$ cat src/rtl/minc_pkg.sv
// Shared definitions for the minc core and its run-control sequencer:
// default bus widths, the run-state encoding and the host command codes.
package minc_pkg;

  localparam int DEF_PC_W   = 8;
  localparam int DEF_INSN_W = 10;
  localparam int DEF_CYC_W  = 16;

  typedef enum logic [1:0] {
    ST_HALTED = 2'd0,
    ST_RUN    = 2'd1,
    ST_STEP   = 2'd2,
    ST_LOAD   = 2'd3
  } run_state_t;

  typedef enum logic [2:0] {
    OP_NOP        = 3'd0,
    OP_RUN        = 3'd1,
    OP_STEP       = 3'd2,
    OP_HALT       = 3'd3,
    OP_LOAD       = 3'd4,
    OP_SETBRK     = 3'd5,
    OP_CLRBRK     = 3'd6,
    OP_CORE_RESET = 3'd7
  } cmd_op_t;

endpackage

$ cat src/rtl/minc_run_ctrl_if.sv
// Host-side bus of the run-control block: command port, program-loader
// word stream and the program-ROM write port it drives.
interface minc_run_ctrl_if
  import minc_pkg::*;
#(
  parameter int PC_W   = DEF_PC_W,
  parameter int INSN_W = DEF_INSN_W
);

  logic              cmd_valid;
  logic              cmd_ready;
  logic [2:0]        cmd_op;
  logic [PC_W-1:0]   cmd_arg;

  logic              ld_valid;
  logic              ld_ready;
  logic [INSN_W-1:0] ld_data;
  logic              ld_last;

  logic              rom_we;
  logic [PC_W-1:0]   rom_waddr;
  logic [INSN_W-1:0] rom_wdata;

  // Host / loader / ROM side
  modport master (
    output cmd_valid, cmd_op, cmd_arg, ld_valid, ld_data, ld_last,
    input  cmd_ready, ld_ready, rom_we, rom_waddr, rom_wdata
  );

  // Run-control block side
  modport slave (
    input  cmd_valid, cmd_op, cmd_arg, ld_valid, ld_data, ld_last,
    output cmd_ready, ld_ready, rom_we, rom_waddr, rom_wdata
  );

endinterface

$ cat src/rtl/minc_load_ctrl.sv
// Program loader: accepts words while the sequencer is in LOAD, turns each
// handshake into a one-cycle ROM write at an auto-incrementing address, and
// flags the handshake that carries the last word.
module minc_load_ctrl
  import minc_pkg::*;
#(
  parameter int PC_W   = DEF_PC_W,
  parameter int INSN_W = DEF_INSN_W
) (
  input  logic              CLK,
  input  logic              RESET,
  input  logic              active,
  input  logic              start,
  input  logic [PC_W-1:0]   start_addr,
  input  logic              ld_valid,
  input  logic [INSN_W-1:0] ld_data,
  input  logic              ld_last,
  output logic              ld_ready,
  output logic              rom_we,
  output logic [PC_W-1:0]   rom_waddr,
  output logic [INSN_W-1:0] rom_wdata,
  output logic              done
);

  logic [PC_W-1:0] ptr;
  logic            fire;

  assign ld_ready = active;
  assign fire     = active & ld_valid;
  assign done     = fire & ld_last;

  // Register each accepted word as a write strobe; the pointer wraps naturally.
  always_ff @(posedge CLK) begin
    if (RESET) begin
      ptr       <= '0;
      rom_we    <= 1'b0;
      rom_waddr <= '0;
      rom_wdata <= '0;
    end else begin
      rom_we <= fire;
      if (start) begin
        ptr <= start_addr;
      end else if (fire) begin
        ptr       <= ptr + 1'b1;
        rom_waddr <= ptr;
        rom_wdata <= ld_data;
      end
    end
  end

endmodule

$ cat src/rtl/minc_run_ctrl.sv
// Run-control sequencer for the minc accumulator core: decodes host commands,
// gates per-cycle execution, handles breakpoints, counts executed
// instructions and hands the ROM write port to the loader while halted.
module minc_run_ctrl
  import minc_pkg::*;
#(
  parameter int PC_W   = DEF_PC_W,
  parameter int INSN_W = DEF_INSN_W,
  parameter int CYC_W  = DEF_CYC_W
) (
  input  logic             CLK,
  input  logic             RESET,
  minc_run_ctrl_if.slave   bus,
  input  logic [PC_W-1:0]  pc_in,
  output logic             core_en,
  output logic             core_rst,
  output logic [1:0]       state,
  output logic             brk_hit,
  output logic [CYC_W-1:0] cyc_count
);

  run_state_t      cur_state;
  cmd_op_t         op;
  logic            brk_en;
  logic [PC_W-1:0] brk_addr;
  logic            first_run;
  logic            cmd_ready;
  logic            cmd_fire;
  logic            halt_req;
  logic            brk_match;
  logic            end_of_prog;
  logic            load_start;
  logic            load_done;

  assign op            = cmd_op_t'(bus.cmd_op);
  assign state         = cur_state;
  assign bus.cmd_ready = cmd_ready;

  // Execution gate and stop conditions, decoded from the current cycle.
  always_comb begin
    // NOTE: every output gets a default first so no path can infer a latch.
    cmd_ready   = 1'b0;
    core_en     = 1'b0;
    halt_req    = 1'b0;
    brk_match   = 1'b0;
    end_of_prog = 1'b0;
    load_start  = 1'b0;
    cmd_ready   = (cur_state == ST_HALTED) || (cur_state == ST_RUN);
    cmd_fire    = bus.cmd_valid && cmd_ready;
    if (cur_state == ST_RUN) begin
      halt_req  = cmd_fire && (op == OP_HALT);
      // The first RUN cycle ignores the match so a resume leaves the breakpoint.
      brk_match = brk_en && !first_run && (pc_in == brk_addr);
      core_en   = !halt_req && !brk_match;
      end_of_prog = core_en && (&pc_in);
    end else if (cur_state == ST_STEP) begin
      core_en = 1'b1;
    end else if (cur_state == ST_HALTED) begin
      load_start = cmd_fire && (op == OP_LOAD);
    end
  end

  minc_load_ctrl #(
    .PC_W   (PC_W),
    .INSN_W (INSN_W)
  ) u_load (
    .CLK        (CLK),
    .RESET      (RESET),
    .active     (cur_state == ST_LOAD),
    .start      (load_start),
    .start_addr (bus.cmd_arg),
    .ld_valid   (bus.ld_valid),
    .ld_data    (bus.ld_data),
    .ld_last    (bus.ld_last),
    .ld_ready   (bus.ld_ready),
    .rom_we     (bus.rom_we),
    .rom_waddr  (bus.rom_waddr),
    .rom_wdata  (bus.rom_wdata),
    .done       (load_done)
  );

  // Run-state FSM, breakpoint registers, core-reset pulse and instruction counter.
  always_ff @(posedge CLK) begin
    if (RESET) begin
      cur_state <= ST_HALTED;
      brk_en    <= 1'b0;
      brk_addr  <= '0;
      brk_hit   <= 1'b0;
      first_run <= 1'b0;
      core_rst  <= 1'b0;
      cyc_count <= '0;
    end else begin
      // NOTE: non-blocking updates so every register samples pre-edge values.
      core_rst  <= 1'b0;
      first_run <= 1'b0;
      if (core_en && !(&cyc_count)) cyc_count <= cyc_count + 1'b1;

      case (cur_state)
        ST_HALTED: begin
          if (cmd_fire) begin
            case (op)
              OP_RUN: begin
                cur_state <= ST_RUN;
                first_run <= 1'b1;
                brk_hit   <= 1'b0;
              end
              OP_STEP: begin
                cur_state <= ST_STEP;
                brk_hit   <= 1'b0;
              end
              OP_LOAD: begin
                cur_state <= ST_LOAD;
                brk_hit   <= 1'b0;
              end
              OP_SETBRK: begin
                brk_addr <= bus.cmd_arg;
                brk_en   <= 1'b1;
              end
              OP_CLRBRK: brk_en <= 1'b0;
              OP_CORE_RESET: begin
                core_rst  <= 1'b1;
                cyc_count <= '0;
                brk_hit   <= 1'b0;
              end
              default: ;
            endcase
          end
        end
        ST_RUN: begin
          if (brk_match) begin
            brk_hit   <= 1'b1;
            cur_state <= ST_HALTED;
          end else if (halt_req || end_of_prog) begin
            cur_state <= ST_HALTED;
          end
        end
        ST_STEP: cur_state <= ST_HALTED;
        ST_LOAD: begin
          // Restart the core at PC 0 together with the final ROM write.
          if (load_done) begin
            cur_state <= ST_HALTED;
            core_rst  <= 1'b1;
          end
        end
        default: cur_state <= ST_HALTED;
      endcase
    end
  end

endmodule

$ cat src/flat_wrapper.sv
// flat-port wrapper written by rule: the top's interface ports become plain ports
module minc_run_ctrl_flat import minc_pkg::*;
#(
  parameter int PC_W   = DEF_PC_W,
  parameter int INSN_W = DEF_INSN_W,
  parameter int CYC_W  = DEF_CYC_W
)
  (CLK, RESET, pc_in, core_en, core_rst, state, brk_hit, cyc_count, bus_cmd_valid, bus_cmd_op, bus_cmd_arg, bus_ld_valid, bus_ld_data, bus_ld_last, bus_cmd_ready, bus_ld_ready, bus_rom_we, bus_rom_waddr, bus_rom_wdata);
  minc_run_ctrl_if #(.PC_W(PC_W), .INSN_W(INSN_W)) bus_i ();
  input  logic CLK;
  input  logic RESET;
  input  logic [PC_W-1:0] pc_in;
  output logic core_en;
  output logic core_rst;
  output logic [1:0] state;
  output logic brk_hit;
  output logic [CYC_W-1:0] cyc_count;
  input wire logic [$bits(bus_i.cmd_valid)-1:0] bus_cmd_valid;
  input wire logic [$bits(bus_i.cmd_op)-1:0] bus_cmd_op;
  input wire logic [$bits(bus_i.cmd_arg)-1:0] bus_cmd_arg;
  input wire logic [$bits(bus_i.ld_valid)-1:0] bus_ld_valid;
  input wire logic [$bits(bus_i.ld_data)-1:0] bus_ld_data;
  input wire logic [$bits(bus_i.ld_last)-1:0] bus_ld_last;
  output wire logic [$bits(bus_i.cmd_ready)-1:0] bus_cmd_ready;
  output wire logic [$bits(bus_i.ld_ready)-1:0] bus_ld_ready;
  output wire logic [$bits(bus_i.rom_we)-1:0] bus_rom_we;
  output wire logic [$bits(bus_i.rom_waddr)-1:0] bus_rom_waddr;
  output wire logic [$bits(bus_i.rom_wdata)-1:0] bus_rom_wdata;
  assign bus_i.cmd_valid = bus_cmd_valid;
  assign bus_i.cmd_op = bus_cmd_op;
  assign bus_i.cmd_arg = bus_cmd_arg;
  assign bus_i.ld_valid = bus_ld_valid;
  assign bus_i.ld_data = bus_ld_data;
  assign bus_i.ld_last = bus_ld_last;
  assign bus_cmd_ready = bus_i.cmd_ready;
  assign bus_ld_ready = bus_i.ld_ready;
  assign bus_rom_we = bus_i.rom_we;
  assign bus_rom_waddr = bus_i.rom_waddr;
  assign bus_rom_wdata = bus_i.rom_wdata;
  minc_run_ctrl #(.PC_W(PC_W), .INSN_W(INSN_W), .CYC_W(CYC_W)) u_core (.CLK(CLK), .RESET(RESET), .bus(bus_i), .pc_in(pc_in), .core_en(core_en), .core_rst(core_rst), .state(state), .brk_hit(brk_hit), .cyc_count(cyc_count));
endmodule
$ cat config.mk
export PLATFORM = sky130hd
export DESIGN_NAME = minc_run_ctrl_flat
export DESIGN_NICKNAME = d
export VERILOG_FILES = /design/src/rtl/minc_pkg.sv /design/src/rtl/minc_run_ctrl_if.sv /design/src/rtl/minc_load_ctrl.sv /design/src/rtl/minc_run_ctrl.sv /design/src/flat_wrapper.sv
export SDC_FILE = /design/constraint.sdc
export NUM_CORES = 1
export LEC_CHECK = 0
export ABC_AREA = 1
export CAP_MARGIN = 40
export CORE_MARGIN = 1
export CORE_UTILIZATION = 60
export DETAILED_ROUTE_END_ITERATION = 10
export DONT_BUFFER_PORTS = 1
export PLACE_DENSITY_LB_ADDON = 0.15
export SYNTH_ARGS = -nofsm -noshare
export SYNTH_HDL_FRONTEND = slang
export SYNTH_SLANG_ARGS = --single-unit
export TNS_END_PERCENT = 30
$ cat constraint.sdc
create_clock -name CLK -period 3.3 [get_ports CLK]
set_clock_uncertainty 0.05 [all_clocks]
set_input_delay 0.33 -clock CLK [delete_from_list [all_inputs] [get_ports CLK]]
set_output_delay 0.33 -clock CLK [all_outputs]
set_load 0.1 [all_outputs]
==> results.sh, run 1 <==
export IMPL_outcome="complete, no violations"
export IMPL_ys_seq_area_share_pct=38.3
export IMPL_cpPeakStageDelay_ps=350
export IMPL_die_height_um=72.5
export IMPL_ys_seq_elements=57
export IMPL_yosysTopAreaCell="dfxtp_1"
export IMPL_finalInstanceArea_sq_um=3680
export IMPL_placed_cell_area_sq_um=3440
export IMPL_drt_pass1_iterations=5
export IMPL_synth_ff_type="dfxtp_1"
export IMPL_cp_start_kind="flop"
export IMPL_p_total_uw=2380
export IMPL_clock_root_buffer="clkbuf_8"
export IMPL_core_area_sq_um=4750
export IMPL_end_kind="flop"
export IMPL_yosysWarnings=0
export IMPL_avgSynthCellArea_sq_um=7.03
export IMPL_die_area_sq_um=5250
export IMPL_first_global_vias=2615
export IMPL_syn_area_sq_um=2980
export IMPL_layout_nets=506
export IMPL_async_flop_share_pct=0
export IMPL_cts_buffers_inserted=9
export IMPL_cp_arrival_ps=2620
export IMPL_finalCritPeriodShare_pct=72.5
export IMPL_yosysTopAreaCellShare_pct=38.3
export IMPL_maxCapViolations=0
export IMPL_clock_path_buffers=2
export IMPL_maxSlewViolCount=0
export IMPL_slew_headroom_pct=46.4
export IMPL_whs_path_depth=1
export IMPL_fillers=363
export IMPL_synthTopCellsByArea="dfxtp_1 38%, nand2_1 10%, nor2_1 7.6%"
export IMPL_wl_per_cell_um=12.8
export IMPL_cts_tree="done"
export IMPL_drive_gt1_share_pct=17.2
export IMPL_grt_max_degree=33
export IMPL_dieWidth_um=72.5
export IMPL_syn_to_final_growth_pct=23.5
export IMPL_drt_iter0_markers=208
export IMPL_grt_pass1_wl_um=11100
export IMPL_via_per_inst=5.27
export IMPL_cp_slowest_cell="dfxtp_1"
export IMPL_vias=2828
export IMPL_final_cells=537
export IMPL_min_from="RESET"
export IMPL_multi_input_comb_area_sq_um=1510
export IMPL_hold_violations=0
export IMPL_worstPathRequired_ps=3530
export IMPL_cts_hold_buf=1
export IMPL_worstRegToRegCells=9
export IMPL_synth_edf_count=0
export IMPL_rows=25
export IMPL_hp_class="input port to flop"
export IMPL_post_cts_resized=0
export IMPL_clock_sinks=57
export IMPL_path_cells="buf_4, ha_1, buf_4, nand2_1, inv_1, nand2_4, inv_4, o21ai_0, a21oi_1"
export IMPL_hpwl_um=4910
export IMPL_drc_errors=0
export IMPL_io_buffers=0
export IMPL_crit_type="flop to flop"
export IMPL_reg2reg_to="u_core.u_load.rom_waddr[4]$_SDFFE_PP0P_"
export IMPL_overflow=0
export IMPL_max_freq_mhz=418
export IMPL_tightest_slew_ps=802
export IMPL_path_clk_slew_ps=80
export IMPL_cp_common_cell="buf_4"
export IMPL_gp_congestion=0.851
export IMPL_p_per_area_nw_per_um2=647
export IMPL_fin_tns_setup_ps=0
export IMPL_grt_use_total_pct=27.6
export IMPL_regArea_sq_um=1140
export IMPL_setup_viol=0
export IMPL_htreeDepth=3
export IMPL_start_util_pct=62.7
export IMPL_rsz0062_at_grt="false"
export IMPL_yosysMostFrequentCell="nand2_1"
export IMPL_antenna_found_initial=0
export IMPL_synth_common_cells="82 x nand2_1, 60 x nor2_1, 57 x dfxtp_1"
export IMPL_irDropWorstVdd_uv=396
export IMPL_cts_setup_buffers=0
export IMPL_ant_nets=0
export IMPL_rrSetupSlack_ps=910
export IMPL_whs_endpoint="u_core.first_run$_SDFF_PP0_"
export IMPL_dp_cells=520
export IMPL_synth_cell_types=37
export IMPL_min_period_ps=2390
export IMPL_r2r_start="u_core.state[0]$_SDFFE_PP0P_"
export IMPL_synth_nets=465
export IMPL_ios=76
export IMPL_antenna_cells=0
export IMPL_p_leak_uw=0.00159
export IMPL_syn_instance_count=424
export IMPL_wirelength_um=6890
export IMPL_insertion_delay_ps=350
export IMPL_cp_startpoint="u_core.state[0]$_SDFFE_PP0P_"
export IMPL_worst_path_max_fanout=27
==> state kept, by name, summed over array words and instances (netlist names) <==
register and count:
u_core.first_run 1, u_core.brk_hit 1, u_core.u_load.ptr 8, u_core.u_load.rom_we 1, u_core.state 2, u_core.u_load.rom_waddr 8
u_core.u_load.rom_wdata 10, u_core.brk_addr 8, u_core.brk_en 1, u_core.core_rst 1, u_core.cyc_count 16
==> metal layers <==
metal | up-vias | GRT usage, % | wire length [um]
li1 | 1445 | - | -
met1 | 1272 | 32.9 | 3010
met2 | 97 | 45.3 | 3270
met3 | 14 | 10.0 | 472
met4 | 0 | 10.9 | 135
met5 | - | 0 | 0
==> through the flow <==
stage               hold WS, ps  worst slack (ps)  utilization, %
finish                     17.7               907            77.4
global route               3.43               781            77.4
CTS                        8.29               932            77.4
detailed placement          354               969            72.4
global placement            352              1080            65.5
floorplan                   380               373               -
==> critical path: cells and delay by family, from the launching register on <==
kind / cells / cell delay (ps)
AO/OA/AOI/OAI: 2 / 320
adder cells (fa/ha/maj): 1 / 200
buffers and inverters: 4 / 1040
flip-flops: 1 / 350
AND/OR/NAND/NOR: 2 / 340
==> kinds of logic after synthesis <==
| family | synth area share, % |
|---|---|
| buf+inv | 11.2 |
| flops | 38.3 |
| fa+ha+maj | 2.94 |
| xor+xnor | 2.64 |
| simple gates | 31.5 |
| compound gates | 13.4 |
==> worst max-delay path by stage <==
stage / slack, ps / end / depth (start not counted)
global placement: 1080 / u_core.u_load.ptr[1]$_SDFFE_PP0P_ / 11
detailed placement: 970 / u_core.u_load.rom_waddr[3]$_SDFFE_PP0P_ / 9
finish: 910 / u_core.u_load.rom_waddr[4]$_SDFFE_PP0P_ / 9
global route: 780 / u_core.u_load.rom_waddr[3]$_SDFFE_PP0P_ / 9
floorplan: 370 / u_core.u_load.rom_wdata[2]$_SDFFE_PP0P_ / 7
CTS: 930 / u_core.u_load.rom_waddr[4]$_SDFFE_PP0P_ / 9
==> area by class of cell <==
cell class / count / area share (%)
clock buffers: 9 / 3.37
clock inverters: 7 / 2.79
inverters: 60 / 6.19
multi-input cells: 294 / 40.9
flip-flops and latches: 57 / 31.0
well taps: 67 / 2.28
repair buffers: 43 / 13.5
==> where the power goes <==
part / internal (uW) / leakage (uW) / switching, uW
clock network: 432 / 0.000110 / 323
registers: 736 / 0.000461 / 33.9
logic: 200 / 0.00102 / 656
total: 1370 / 0.00159 / 1010
==> placed cells by master, fill, tap and decap left out, types with 4 or more instances in the layout <==
cell type   n
clkbuf_8    9
dfxtp_1    57
inv_2       4
nand3_1    33
nor3_1      8
a21oi_1    33
buf_4      21
buf_8      20
inv_1      55
xor2_1      7
ha_1        7
nand4_1     4
nor2_1     60
nand2_1    82
o21ai_0    27
Power figures use the tool's default switching activity.
==> run 2: changes to the inputs <==
==> constraint.sdc (replaced) <==
create_clock -name CLK -period 2.3 [get_ports CLK]
set_clock_uncertainty 0.05 [all_clocks]
set_input_delay 0.23 -clock CLK [delete_from_list [all_inputs] [get_ports CLK]]
set_output_delay 0.23 -clock CLK [all_outputs]
set_load 0.1 [all_outputs]
==> results.sh, run 2 (synthesis results as in run 1) <==
export IMPL_outcome="complete, no violations"
export IMPL_wirelength_um=7090
export IMPL_end_kind="output pin"
export IMPL_rrSetupSlack_ps=280
export IMPL_regArea_sq_um=1140
export IMPL_tightest_slew_ps=806
export IMPL_wl_per_cell_um=12.9
export IMPL_hpwl_um=4860
export IMPL_cp_slowest_cell="dfxtp_2"
export IMPL_largest_reg_flops=16
export IMPL_max_freq_mhz=469
export IMPL_grt_use_total_pct=28.4
export IMPL_drt_pass1_iterations=5
export IMPL_clock_root_buffer="clkbuf_8"
export IMPL_final_cells=549
export IMPL_io_buffers=0
export IMPL_rsz0062_at_grt="false"
export IMPL_crit_type="flop to output pin"
export IMPL_cts_buffers_inserted=9
export IMPL_placed_cell_area_sq_um=3290
export IMPL_drive_gt1_share_pct=18.0
export IMPL_cp_arrival_ps=1850
export IMPL_path_clk_slew_ps=70
export IMPL_antenna_cells=0
export IMPL_cpPeakStageDelay_ps=340
export IMPL_rows=25
export IMPL_min_period_ps=2130
export IMPL_syn_to_final_growth_pct=23.0
export IMPL_die_area_sq_um=5250
export IMPL_finalInstanceArea_sq_um=3670
export IMPL_layout_nets=518
export IMPL_reg_top3="u_core.cyc_count x16, u_core.u_load.rom_wdata x10"
export IMPL_top_register="u_core.cyc_count"
export IMPL_maxCapViolations=0
export IMPL_start_util_pct=62.7
export IMPL_path_buf_inv=3
export IMPL_setup_viol=0
export IMPL_clock_path_buffers=2
export IMPL_ios=76
export IMPL_drc_errors=0
export IMPL_worstPathRequired_ps=2020
export IMPL_antenna_found_initial=0
export IMPL_dieWidth_um=72.5
export IMPL_layout_commonest_cell="nand2_1"
export IMPL_worst_path_max_fanout=6
export IMPL_gp_congestion=0.872
export IMPL_setup_ws_ps=167
export IMPL_final_cell_mix="82 x nand2_1, 60 x nor2_1, 55 x inv_1, 55 x dfxtp_1, 43 x buf_4"
export IMPL_p_leak_uw=0.00161
export IMPL_cp_top_family="buffers and inverters"
export IMPL_cts_setup_buffers=0
export IMPL_cts_tree="done"
export IMPL_die_height_um=72.5
export IMPL_maxSlewViolCount=0
export IMPL_multi_input_comb_area_sq_um=1520
export IMPL_path_cells="inv_1, ha_1, inv_1, a41oi_2, nand2_2, nand2_4, buf_6"
export IMPL_drt_iter0_markers=200
export IMPL_overflow=0
export IMPL_irDropWorstVdd_uv=718
export IMPL_grt_pass1_wl_um=11500
export IMPL_core_area_sq_um=4750
export IMPL_grt_max_degree=33
export IMPL_fillers=407
export IMPL_clock_sinks=57
export IMPL_hp_class="input port to flop"
export IMPL_vias=2908
export IMPL_insertion_delay_ps=350
export IMPL_cp_start_kind="flop"
export IMPL_via_per_inst=5.30
export IMPL_timing_hold_ws_ps=3.33
export IMPL_dp_cells=522
export IMPL_hold_violations=0
export IMPL_cp_common_cell="inv_1"
export IMPL_first_global_vias=2724
export IMPL_slew_headroom_pct=46.2
export IMPL_finalCritPeriodShare_pct=92.7
export IMPL_dp_slack_ps=344
export IMPL_htreeDepth=3
export IMPL_ant_nets=0
export IMPL_p_per_area_nw_per_um2=967
## run 2: report_power, final
group / internal, uW / switching (uW) / leakage [uW]
Sequential: 1060 / 43.0 / 0.000461
Combinational: 301 / 959 / 0.00103
Clock: 752 / 433 / 0.000123
## run 2: path summary, 6_finish.rpt
| check | startpoint | cells after the start | to |
|---|---|---|---|
| max reg2reg | u_core.state[1]$_SDFFE_PP0P_ | 10 | u_core.cyc_count[4]$_SDFF_PP0_ |
| min | bus_cmd_arg[7] | 2 | u_core.brk_addr[7]$_SDFFE_PP0P_ |
| max | u_core.state[1]$_SDFFE_PP0P_ | 7 | core_en |
| min reg2reg | u_core.brk_addr[0]$_SDFFE_PP0P_ | 2 | u_core.brk_addr[0]$_SDFFE_PP0P_ |
## run 2: repair_timing
item,in CTS,in global routing
endpoints found under the hold margin,20,0
setup endpoints to repair,0,1
gates resized for setup,0,2
hold buffers,11,0
## run 2: routing by layer
metal	routed length, um	track usage, %	vias to the layer above
met3	440	9.03	15
met2	3490	47.8	90
met1	3030	32.9	1336
met4	122	13.3	0
met5	0	0	-
li1	-	-	1467
## run 2: stage by stage
stage | utilization [%] | total power (uW) | setup TNS, ps
6_report | 77.1 | 3550 | 0
5_1_grt | 77.1 | 3690 | 0
4_1_cts | 76.9 | 3530 | 0
3_5_place_dp | 69.3 | 2340 | 0
3_3_place_gp | 69.3 | 2310 | 0
2_1_floorplan | - | 2170 | -469
## run 2: area by class of cell
class,instances,share of cell area (%)
multi-input combinational,294,41.3
sequential,57,31.2
timing repair buffer,55,12.1
inverter,60,6.21
clock buffer,10,3.75
clock inverter,6,3.14
tap,67,2.29
==> run 3: changes to the inputs <==
--- a/config.mk
+++ b/config.mk
@@ -11,6 +11,7 @@
 export CORE_UTILIZATION = 60
 export DETAILED_ROUTE_END_ITERATION = 10
 export DONT_BUFFER_PORTS = 1
+export GPL_ROUTABILITY_DRIVEN = 1
 export PLACE_DENSITY_LB_ADDON = 0.15
 export SYNTH_ARGS = -nofsm -noshare
 export SYNTH_HDL_FRONTEND = slang
==> constraint.sdc (replaced) <==
create_clock -name CLK -period 2.7 [get_ports CLK]
set_clock_uncertainty 0.05 [all_clocks]
set_input_delay 0.27 -clock CLK [delete_from_list [all_inputs] [get_ports CLK]]
set_output_delay 0.27 -clock CLK [all_outputs]
set_load 0.1 [all_outputs]
==> results.sh, run 3 (synthesis results as in run 1) <==
export IMPL_max_freq_mhz=434
export IMPL_cts_tree="done"
export IMPL_syn_to_final_growth_pct=21.9
export IMPL_rsz0062_at_grt="false"
export IMPL_insertion_delay_ps=350
export IMPL_start_util_pct=62.7
export IMPL_htreeDepth=3
export IMPL_drive_gt1_share_pct=17.4
export IMPL_hpwl_um=4930
export IMPL_final_cell_mix="82 x nand2_1, 60 x nor2_1, 57 x dfxtp_1, 55 x inv_1"
export IMPL_drc_errors=0
export IMPL_tightest_slew_ps=793
export IMPL_slew_headroom_pct=47.1
export IMPL_seqPwrFrac_pct=32.5
export IMPL_via_per_inst=5.28
export IMPL_maxCapViolations=0
export IMPL_layout_commonest_cell="nand2_1"
export IMPL_crit_type="flop to output pin"
export IMPL_worst_path_max_fanout=32
export IMPL_hold_violations=0
export IMPL_layout_nets=506
export IMPL_post_cts_resized=0
export IMPL_gp_congestion=0.914
export IMPL_path_cells="inv_1, ha_1, inv_1, a41oi_1, nand2_2, nand2_4"
export IMPL_p_leak_uw=0.00157
export IMPL_dieWidth_um=72.5
export IMPL_die_height_um=72.5
export IMPL_cp_slowest_cell="nand2_4"
export IMPL_internal_power_uw=1670
export IMPL_irDropWorstVdd_uv=627
export IMPL_combPwrFrac_pct=35.9
export IMPL_top_register="u_core.cyc_count"
export IMPL_worstPathRequired_ps=2380
export IMPL_p_per_area_nw_per_um2=798
export IMPL_ios=76
export IMPL_clock_sinks=57
export IMPL_overflow=0
export IMPL_cp_arrival_ps=1980
export IMPL_first_global_vias=2642
export IMPL_drt_iter0_markers=287
export IMPL_rows=25
export IMPL_cp_common_cell="inv_1"
export IMPL_clock_root_buffer="clkbuf_8"
export IMPL_vias=2835
export IMPL_grt_pass1_wl_um=11200
export IMPL_cts_buffers_inserted=9
export IMPL_reg_top3="u_core.cyc_count x16, u_core.u_load.rom_wdata x10"
export IMPL_core_area_sq_um=4750
export IMPL_clock_path_buffers=2
export IMPL_die_area_sq_um=5250
export IMPL_wl_per_cell_um=12.7
export IMPL_power_frac_clock_pct=31.6
export IMPL_largest_reg_flops=16
export IMPL_ant_nets=0
export IMPL_fin_tns_setup_ps=0
export IMPL_grt_use_total_pct=27.7
export IMPL_end_kind="output pin"
export IMPL_antenna_cells=0
export IMPL_cp_start_kind="flop"
export IMPL_drt_pass1_iterations=5
export IMPL_cpPeakStageDelay_ps=450
export IMPL_final_cells=537
export IMPL_grt_max_degree=33
export IMPL_wirelength_um=6840
export IMPL_path_clk_slew_ps=70
export IMPL_finalCritPeriodShare_pct=85.3
export IMPL_io_buffers=0
export IMPL_hp_class="input port to flop"
export IMPL_dp_cells=520
export IMPL_antenna_found_initial=0
export IMPL_setup_viol=0
export IMPL_switching_share_pct=42.6
export IMPL_outcome="complete, no violations"
export IMPL_min_period_ps=2300
export IMPL_net_switching_power_uw=1230
export IMPL_maxSlewViolCount=0
==> run 3: cell types whose count changed in the layout (fill, tap and decap cells not counted), sizes merged <==
cell | previous run | this run
clkinv | 2 | 4
bufinv | 3 | 2
clkinvlp | 1 | 0
dlygate4sd3 | 11 | 1
buf | 44 | 42
inv | 60 | 61
clkbuf | 10 | 9
==> run 3: layout make-up <==
class | instances | area (sq um)
Clock buffer | 9 | 124
Clock inverter | 7 | 104
Fill cell | 395 | 1120
Inverter | 60 | 228
Multi-Input combinational cell | 294 | 1510
Sequential cell | 57 | 1140
Tap cell | 67 | 83.8
Timing Repair Buffer | 43 | 445
==> run 3: power by group through the flow <==
stage	logic [uW]	clock network [uW]	registers (uW)
2_1_floorplan	606	0	1240
3_3_place_gp	862	0	1060
3_5_place_dp	1030	0	960
4_1_cts	1040	922	942
5_1_grt	1120	965	949
6_report	1040	916	942
==> run 3: repair_timing <==
action | in CTS | in global routing
setup endpoints to repair | 0 | 0
hold buffers | 1 | 0
hold endpoints to repair | 9 | 0
setup buffers | 0 | 0
==> run 3: worst paths after layout <==
| path | start | endpoint | slack [ps] | depth (start not counted) |
|---|---|---|---|---|
| worst max register to register | u_core.state[1]$_SDFFE_PP0P_ | u_core.cyc_count[0]$_SDFF_PP0_ | 610 | 9 |
| worst min-delay path | bus_cmd_arg[3] | u_core.brk_addr[3]$_SDFFE_PP0P_ | 10 | 2 |
| worst min register to register | u_core.brk_addr[0]$_SDFFE_PP0P_ | u_core.brk_addr[0]$_SDFFE_PP0P_ | 410 | 2 |
| worst max-delay path | u_core.state[1]$_SDFFE_PP0P_ | core_en | 400 | 6 |
==> run 3: through the flow <==
stage          total power, uW  util, %  hold slack, ps  cell area (sq um)  setup WS, ps
6_report                  2900     76.4            11.6               3630           397
5_1_grt                   3030     76.4            28.9               3630           224
4_1_cts                   2900     76.4            8.11               3630           429
3_5_place_dp              1990     71.4             294               3400           661
3_3_place_gp              1920     66.4             291               3160           742
2_1_floorplan             1850        -             355               2980          76.1
==> run 3: critical path, delay by kind of cell, from the launching register on <==
kind | cells | cell delay, ps
AOI/OAI and AO/OA | 1 | 260
adders and majority gates | 1 | 270
DFF | 1 | 310
and+or+nand+nor | 2 | 560
buffers and inverters | 2 | 230
==> run 3: per-layer routing <==
metal	up-vias	part of all wire (%)	track usage [%]
met5	-	0	0
met2	93	49	47.0
met3	16	6.6	5.56
met1	1286	42	33.0
met4	0	2.3	14.8
li1	1440	-	-
==> variant 1: new RTL, settings of run 2 <==
Make the reset (`RESET`) asynchronous in 2 clocked blocks.
--- a/src/rtl/minc_load_ctrl.sv
+++ b/src/rtl/minc_load_ctrl.sv
@@ -30,7 +30,7 @@
   assign done     = fire & ld_last;
 
   // Register each accepted word as a write strobe; the pointer wraps naturally.
-  always_ff @(posedge CLK) begin
+  always_ff @(posedge CLK or posedge RESET) begin
     if (RESET) begin
       ptr       <= '0;
       rom_we    <= 1'b0;
--- a/src/rtl/minc_run_ctrl.sv
+++ b/src/rtl/minc_run_ctrl.sv
@@ -80,7 +80,7 @@
   );
 
   // Run-state FSM, breakpoint registers, core-reset pulse and instruction counter.
-  always_ff @(posedge CLK) begin
+  always_ff @(posedge CLK or posedge RESET) begin
     if (RESET) begin
       cur_state <= ST_HALTED;
       brk_en    <= 1'b0;
Formal check against the unedited RTL: differs if RESET is asserted again (counterexample within 4 cycles, from zero or initial values and one cycle with RESET high); with RESET held inactive, the same outputs for 4 cycles.
==> variant 1 against run 2 <==
- non-clock buffer count up 3
- synthesized area up 2.7%
- via count down 4.8%
- routed wire length up 0.96%
- synthesized cell count down 6.8%
- setup slack worse by 0.020 ns
- final area up 3.0%
- first-iteration DRC count down 42%
- sequential cell count unchanged
- critical path type unchanged
- critical endpoint unchanged
Power is not compared: it rests on default switching activity, and its combinational part moved more than twofold at a synthesized area within 25%.
==> variant 1: results (changes against run 2) <==
Global-route wire length before repair = 11490 µm (-0.36%)
Initial DRC count = 117 (-42%)
Share of cells above drive strength 1 = 0.1887 (+0.008222)
CP peak stage delay = 0.43 ns (+0.09 ns)
Hpwl dp = 4898 µm (+0.74%)
Synth top area cells = dfrtp_1 47%, nand2_1 15%, inv_1 6.3%
Status = finished, final reports clean
Top cells by count, synth = 122 x nand2_1, 57 x dfrtp_1, 51 x inv_1
Max-slew headroom = 0.4223 (-0.03974)
Buffers on Ports = 0 (unchanged)
Sequential area share after synthesis = 0.4659 (+0.08301)
WP data arrival = 1.87 ns (+0.02 ns)
Async S/R FF share, synth = 1.000 (+1.000)
Ys flop type = dfrtp_1
Routed WL per cell = 13.56 µm (+5.0%)
Vias in the first global route = 2592 (-4.8%)
Post-CTS setup buffers = 0 (unchanged)
H-tree Lvls = 3 (unchanged)
Fin nets = 497 (-4.1%)
Crit-path slowest cell = dfrtp_2
Synth unique cells = 31 (-16%)
First-pass iteration count of the detailed router = 4 (-1)
Mean number of vias per cell = 5.244 (-0.99%)
Final GP Congestion = 0.8716 (about the same)
Largest net degree at the start of global routing = 26 (-21%)
Syn nets = 436 (-6.2%)
Max FO, Critical Path = 17 (+11)
Fillers = 348 (-14%)
Tot GR Track Use = 0.2892 (+0.004769)
## variant 1: cells by family (layout without fill, tap and decap cells)
family                   after synthesis  count (layout)  synth area share
AO/OA/AOI/OAI                         49              49           0.08909
XOR/XNOR                               6               6           0.01716
adder cells (fa/ha/maj)                7               7           0.02861
buffers and inverters                 62             128           0.08786
flip-flops                            57              57            0.4659
AND/OR/NAND/NOR                      214             214            0.3114
## variant 1: final timing paths
check | startpoint | endpoint | slack, ns | cells after the start
worst max register to register | u_core.state[0] | u_core.u_load.ptr[7] | 0.30 | 9
worst min register to register | u_core.u_load.rom_waddr[0] | u_core.u_load.rom_waddr[0] | 0.46 | 2
worst max-delay path | u_core.state[1] | core_en | 0.15 | 7
worst min-delay path | bus_cmd_op[1] | u_core.first_run | 0.02 | 3
min in group asynchronous | RESET | u_core.cyc_count[12] | 0.24 | 2
max in group asynchronous | RESET | u_core.state[1] | 1.29 | 3
## variant 1: area by class of cell
| class | instances | area share |
|---|---|---|
| clock inverter | 6 | 0.01789 |
| clock buffer | 10 | 0.03645 |
| sequential | 57 | 0.3784 |
| tap | 67 | 0.02220 |
| multi-input combinational | 276 | 0.3641 |
| timing repair buffer | 58 | 0.1266 |
| inverter | 54 | 0.05434 |
## variant 1: through the flow
| stage | worst slack, ns | instance area (µm²) | utilization | std cells |
|---|---|---|---|---|
| 2_1_floorplan | 0.01517 | 3067 | - | 395 |
| 6_report | 0.1468 | 3776 | 0.7839 | 528 |
| 5_1_grt | 0.04004 | 3776 | 0.7839 | 528 |
| 4_1_cts | 0.03231 | 3762 | 0.7810 | 528 |
| 3_5_place_dp | 0.3563 | 3417 | 0.7094 | 498 |
| 3_3_place_gp | 0.4423 | 3417 | 0.7094 | 498 |
## variant 1: repair_timing
action | 4_1_cts | 5_1_grt
resized for setup | 0 | 3
endpoints found under the hold margin | 28 | 0
endpoints found under the setup margin | 0 | 1
hold buffers | 14 | 0
## variant 1: layer usage
layer,part of all wire,routed length (µm),up-vias,GRT usage
li1,-,-,1371,-
met1,0.43,3063,1285,0.3627
met2,0.48,3430,98,0.4660
met3,0.073,524,15,0.1029
met4,0.019,139,0,0.09829
met5,0,0,-,0
## variant 1: power groups by stage
| stage | Clock (W) | Combinational (W) | Sequential [W] |
|---|---|---|---|
| floorplan | 0 | 0.00117 | 0.00307 |
| global placement | 0 | 0.00313 | 0.00161 |
| detailed placement | 0 | 0.00319 | 0.00162 |
| CTS | 0.000968 | 0.00322 | 0.00161 |
| global route | 0.00102 | 0.00346 | 0.00166 |
| finish | 0.000954 | 0.00326 | 0.00161 |
## variant 1: worst reg2reg max path, delay by kind of cell (launching register included)
family / cells / cell delay [ns]
simple gates: 4 / 0.70
flops: 1 / 0.43
compound gates: 3 / 0.34
fa+ha+maj: 1 / 0.23
buf+inv: 1 / 0.12
==> variant 2: new RTL, flow settings as in run 2 <==
Without the edit above. The package constant `DEF_INSN_W` goes from 10 to 12.
--- a/src/rtl/minc_pkg.sv
+++ b/src/rtl/minc_pkg.sv
@@ -3,7 +3,7 @@
 package minc_pkg;
 
   localparam int DEF_PC_W   = 8;
-  localparam int DEF_INSN_W = 10;
+  localparam int DEF_INSN_W = 12;
   localparam int DEF_CYC_W  = 16;
 
   typedef enum logic [1:0] {
Ports: changed (resized bus_ld_data and bus_rom_wdata); port bits go from 76 to 80. The function was not compared with the original's and may differ.
==> variant 2 against run 2 <==
- core utilization is 0.36 points higher
- routed wire length is 3.8% higher
- total power is 0.62% higher
- combinational power is 6% higher
- setup slack worse by 0.015 ns
- die area is 1.7% higher
- sequential cell count is 2 higher
- synthesized cell count is 4.2% higher
- synthesized area is 1.8% higher
- critical path depth stayed put
- hold slack better by 0.0064 ns
- final area is 1.1% higher
- critical endpoint unchanged
- largest cell class unchanged
==> variant 2: results (changes against run 2) <==
Vias in the first global route = 2650 (-2.7%)
WP data arrival = 1.87 ns (+0.02 ns)
Clock Tree Buf Depth = 2 (unchanged)
Synth Area in Adders = 0.02887 (-0.0005211)
Syn nets = 485 (+4.3%)
R2R Path End = u_core.u_load.ptr[3]
Routed WL per cell = 13.05 µm (+1.1%)
HP Start = bus_ld_data[11]
Post-route insts no fill = 564 (+2.7%)
Max FO, Critical Path = 11 (+5)
Internal reg-to-reg setup slack = 0.26 ns (-0.02 ns)
Tot GR Track Use = 0.2816 (-0.002802)
Hold Path Sink = u_core.u_load.rom_wdata[11]
Top cells by count, synth = 89 x nand2_1, 67 x nor2_1, 60 x inv_1
Post-synthesis compound-gate area fraction = 0.1233 (-0.01062)
Final GP Congestion = 0.9332 (+7.1%)
Leak = 1.714 nW (+6.5%)
Max-slew headroom = 0.4827 (+0.02067)
CP peak stage delay = 0.35 ns
CTS root buf = clkbuf_8
Global-route wire length before repair = 11480 µm (-0.42%)
XOR/XNOR Fraction of Synth Area = 0.02598 (-0.0004690)
Sequential area share after synthesis = 0.3893 (+0.006407)
Hpwl dp = 4988 µm (+2.6%)
R2R depth = 11 (+1)
Via count = 2985 (+2.6%)
Hold_ws = 0.009766 ns (+0.006439 ns)
Synth unique cells = 34 (-8.1%)
Synthesis Warnings = 0 (unchanged)
Initial DRC count = 216 (+8.0%)
Status = finished, final reports clean
Share of cells above drive strength 1 = 0.1831 (+0.002601)
Top Registers = u_core.cyc_count x16, u_core.u_load.rom_wdata x12
Post-Place Cells = 544 (+4.2%)
Fillers = 375 (-7.9%)
Synth top area cells = dfxtp_1 39%, nand2_1 11%, nor2_1 8.3%
VDD IR max = 0.0006884 V (-4.1%)
-- variant 2: cell types whose count changed after synthesis, sizes merged, moves of 2 or more --
cell | before | now
nor2 | 64 | 72
a21oi | 36 | 34
or2 | 4 | 1
dfxtp | 57 | 59
nand4 | 6 | 9
inv | 60 | 65
o21ai | 27 | 31
nand2 | 87 | 93
-- variant 2: how the worst max path moves through the flow --
stage / slack (ns) / endpoint
floorplan: -0.07 / u_core.cyc_count[8]
global placement: 0.29 / u_core.u_load.rom_waddr[7]
detailed placement: 0.20 / u_core.u_load.rom_waddr[3]
CTS: 0.07 / core_en
global route: 0.08 / core_en
finish: 0.15 / core_en
-- variant 2: routing by layer --
layer,vias to the layer above,GRT usage,part of all wire,wire [µm]
met5,-,0,0,0
met4,0,0.1394,0.023,172
met3,15,0.06630,0.066,489
met2,119,0.4640,0.48,3527
met1,1336,0.3437,0.43,3172
li1,1515,-,-,-
-- variant 2: cell type report --
cell class / count / area, µm² / area share
clock buffer: 12 / 155.1 / 0.04184
clock inverter: 4 / 72.57 / 0.01957
inverter: 65 / 246.5 / 0.06646
multi-input combinational: 307 / 1572 / 0.4238
sequential: 59 / 1184 / 0.3192
tap: 67 / 83.83 / 0.02260
timing repair buffer: 50 / 395.4 / 0.1066
-- variant 2: kinds of logic after synthesis --
family / after synthesis
buf+inv: 77
compound gates: 71
fa+ha+maj: 7
simple gates: 219
flops: 59
xor+xnor: 9
-- variant 2: timing repair --
action / in CTS / in global routing
endpoints found under the hold margin: 9 / 0
hold buffers: 3 / 0
endpoints found under the setup margin: 1 / 3
cloned: 0 / 1
pin swaps: 0 / 1
resized for setup: 1 / 5
-- variant 2: through the flow --
step / total power, W / area (µm²) / util / setup slack (ns)
final: 0.003569 / 3709 / 0.7749 / 0.1523
after global placement: 0.002436 / 3425 / 0.7156 / 0.2884
after CTS: 0.003540 / 3687 / 0.7705 / 0.07030
after global routing: 0.003712 / 3709 / 0.7749 / 0.08064
after floorplan: 0.002230 / 3049 / - / -0.07144
after detailed placement: 0.002457 / 3425 / 0.7156 / 0.1962
-- variant 2: report_power, final --
part           internal, W  switching [W]  leakage [nW]
Sequential         0.00110      0.0000556         0.478
Clock             0.000668       0.000408         0.113
Combinational     0.000324        0.00102          1.12
Total              0.00209        0.00148          1.71
